$ cat src/rtl/monitor_channel.sv
// -----------------------------------------------------------------------------
// monitor_channel
// One signature check channel. Snoops bus writes while the monitor is running
// and remembers whether the most recent write to its address carried the
// expected value.
// Ports:
//   clk_i, reset_i            : clock, synchronous active-high reset
//   clear_i                   : run is starting, forget any previous result
//   run_i                     : monitor is in RUN, writes are observed
//   write_en_i, address_i,
//   data_i                    : snooped CPU write
//   check_addr_i, check_data_i: location watched and value expected there
//   match_d_o                 : next-state match flag (for end-of-test logic)
//   match_q_o                 : registered match flag
// -----------------------------------------------------------------------------
module monitor_channel #(
  parameter int ADDR_W = 16,
  parameter int DATA_W = 8
) (
  input  logic              clk_i,
  input  logic              reset_i,
  input  logic              clear_i,
  input  logic              run_i,
  input  logic              write_en_i,
  input  logic [ADDR_W-1:0] address_i,
  input  logic [DATA_W-1:0] data_i,
  input  logic [ADDR_W-1:0] check_addr_i,
  input  logic [DATA_W-1:0] check_data_i,
  output logic              match_d_o,
  output logic              match_q_o
);

  logic match_q, match_d;

  // NOTE: assign a default first so every path through the block drives
  // match_d; otherwise synthesis infers a latch to hold the old value.
  always_comb begin
    match_d = match_q;
    if (clear_i) begin
      match_d = 1'b0;
    end else if (run_i && write_en_i && (address_i == check_addr_i)) begin
      // Last write wins: a later correct write repairs an earlier mismatch.
      match_d = (data_i == check_data_i);
    end
  end

  // NOTE: state flops use non-blocking assignments so every flop samples
  // pre-edge values, independent of block ordering in simulation.
  always_ff @(posedge clk_i) begin
    if (reset_i) begin
      match_q <= 1'b0;
    end else begin
      match_q <= match_d;
    end
  end

  assign match_d_o = match_d;
  assign match_q_o = match_q;

endmodule

$ cat config.mk
export PLATFORM = sky130hd
export DESIGN_NAME = monitor_channel
export DESIGN_NICKNAME = d
export VERILOG_FILES = /design/src/rtl/monitor_channel.sv
export SDC_FILE = /design/constraint.sdc
export NUM_CORES = 1
export LEC_CHECK = 0
export ABC_AREA = 1
export ABC_CLOCK_PERIOD_IN_PS = 2200
export BUFFER_PORTS_ARGS = -buffer_cell sky130_fd_sc_hd__buf_2
export CAP_MARGIN = 15
export CORE_UTILIZATION = 35
export CTS_BUF_LIST = sky130_fd_sc_hd__clkbuf_16
export CTS_CLUSTER_SIZE = 24
export DETAILED_ROUTE_END_ITERATION = 10
export HOLD_SLACK_MARGIN = 0.15
export PLACE_DENSITY_LB_ADDON = 0.2
export REMOVE_ABC_BUFFERS = 1
export SETUP_SLACK_MARGIN = 0.3
export SYNTH_ARGS = -nofsm -noshare
export SYNTH_HDL_FRONTEND = slang
export SYNTH_SLANG_ARGS = --single-unit
$ cat constraint.sdc
create_clock -name clk_i -period 2.2 [get_ports clk_i]
set_clock_uncertainty 0.1 [all_clocks]
set_input_delay 0.44 -clock clk_i [delete_from_list [all_inputs] [get_ports clk_i]]
set_output_delay 0.44 -clock clk_i [all_outputs]
set_load 0.05 [all_outputs]
==> impl_metrics.toml <==
[worst_setup_path]
endpoint_kind = "output pin"
crit_fanout = 2
crit_path_start_kind = "input pin"
criticalPathCategory = "input pin to output pin"
cp.arrival_ps = 1350
crit_required_ps = 1660
ff2ff_setup_slack_ps = 1350

[timing]
final.setup.worst_slack_ps = 314
max_slew.worst_pin.slew_ps = 252
finalHoldViolCount = 0
fin_crit_ps = 1890
timing.final.crit_share_pct = 85.7
setup_tns_ps = 0
fmax_mhz = 530
hold_slack_ps = 506
slew_violations = 0
rsz0062_at_grt = "yes"
setup_viol = 0
slew_headroom_pct = 83.3

[detailed_routing]
vias = 692
avgViaCountPerCell = 4.19
finalWirelength_mm = 1.29
drt_pre_antenna_iters = 4
antenna_left = 0
drcViolationCount = 0
wl_per_cell_um = 7.83
first_iter_violations = 4

[placed_design]
dp_hpwl_mm = 1.05
port_buffers = 54
place_ws_ps = 187
place_congestion = 0.656
placed_cells = 164

[cts]
clkLatencyLatePin_ps = 0
postCtsHoldBufs = 0
clk_pin_slew_worst_paths_ps = 0

[finish]
layout_commonest_cell = "buf_2"
finalNetCount = 206
syn_to_final_growth_pct = 87.6
multiInputGateArea_um2 = 377
fillers = 100
final_cell_count_no_fill = 165
largest_reg_flops = 1
diodes = 0
seq_area_um2 = 20.0
drive_gt1_share_pct = 50.3
final_cell_mix = "buf_2 (41), nand2_1 (35), inv_1 (15), xnor2_1 (13), buf_6 (10)"

[die]
chipWidth_um = 38.5
rows = 12
die_area_um2 = 1480
chipHeight_um = 38.5
start_util_pct = 39.7
ioPinCount = 55
core_area_um2 = 1170

[pwr]
peakVddDrop_uv = 128
finalPower_mw = 0.154
leakage_nw = 0.536
power.density_nw_per_um2 = 176

[flow_run]
maxCapViolations = 0

[global_routing]
grt_max_degree = 3
overflow = 0
grt_pass1_wl_mm = 1.84
antenna_found_initial = 0
gr-usage-all-layers_pct = 16.4
grt_pass1_vias = 544

[yosys]
syn_area_um2 = 465
synth-seq-cells = 1
yosysUniqueCellTypes = 10
synth_area_per_cell_um2 = 4.85
synth_cells = 96
synth_seq_area_share_pct = 4.30
yosys_warnings = 0

[hold_path]
hp-class = "input pin to flip-flop"

[status]
status = "finished, final reports clean"
critical path, stage by stage:
cell and delay [ps]:
buf_6 90, nand2_1 60, nand2_1 70, nor2_2 110, nand2_1 70, nor2_2 100
nand3_1 70, nand2_1 70, nand3_2 70, inv_2 60, buf_8 130
kinds of logic (layout without fill, tap and decap cells):
group / count (synthesis) / count (layout) / synth area share (%)
flip-flops: 1 / 1 / 4.30
buffers and inverters: 23 / 78 / 18.5
AND/OR/NAND/NOR: 59 / 59 / 52.7
XOR/XNOR: 13 / 13 / 24.5
metal layers:
metal  global-route usage [%]  up-vias  part of all wire (%)
li1                         -      380                     -
met1                     17.2      284                    37
met2                     36.9       28                    57
met3                        0        0                   5.7
met4                        0        0                     0
met5                        0        -                     0
stage by stage:
step / cell area (um2) / util [%]
after floorplan: 465 / -
after detailed placement: 753 / 64.3
after global routing: 873 / 74.6
final: 873 / 74.6
after global placement: 753 / 64.3
after CTS: 802 / 68.5
Yosys cell counts:
cell	n	area [um2]
dfxtp_1	1	20.0
inv_1	23	86.3
nand2_1	40	150
nand3_1	2	10.0
nand3_2	1	10.0
nand4_1	1	6.26
nor2_1	10	37.5
nor2_2	3	18.8
or2_2	2	12.5
xnor2_1	13	114
report_power, final:
part,switching (mW),total (mW),internal [mW]
clock,0,0,0
sequential,0.000000142,0.0185,0.0185
combinational,0.0539,0.135,0.0812
total,0.0539,0.154,0.0997
worst paths after layout:
path / from / to / cells after the start
max reg2reg: match_q_o$_SDFF_PP0_ / match_q_o$_SDFF_PP0_ / 5
min reg2reg: match_q_o$_SDFF_PP0_ / match_q_o$_SDFF_PP0_ / 5
max: address_i[6] / match_d_o / 11
min: reset_i / match_q_o$_SDFF_PP0_ / 2
area by class of cell:
type	count	area share, %
timing repair buffer	55	42.4
sequential	1	2.29
tap	14	2.01
inverter	23	10.2
multi-input combinational	72	43.1
what timing repair did:
item                       CTS  global route
gates resized for setup     11            22
setup buffers                1             0
setup endpoints to repair    1             1
pin swaps                    8            19
(Power assumes the default switching activity.)
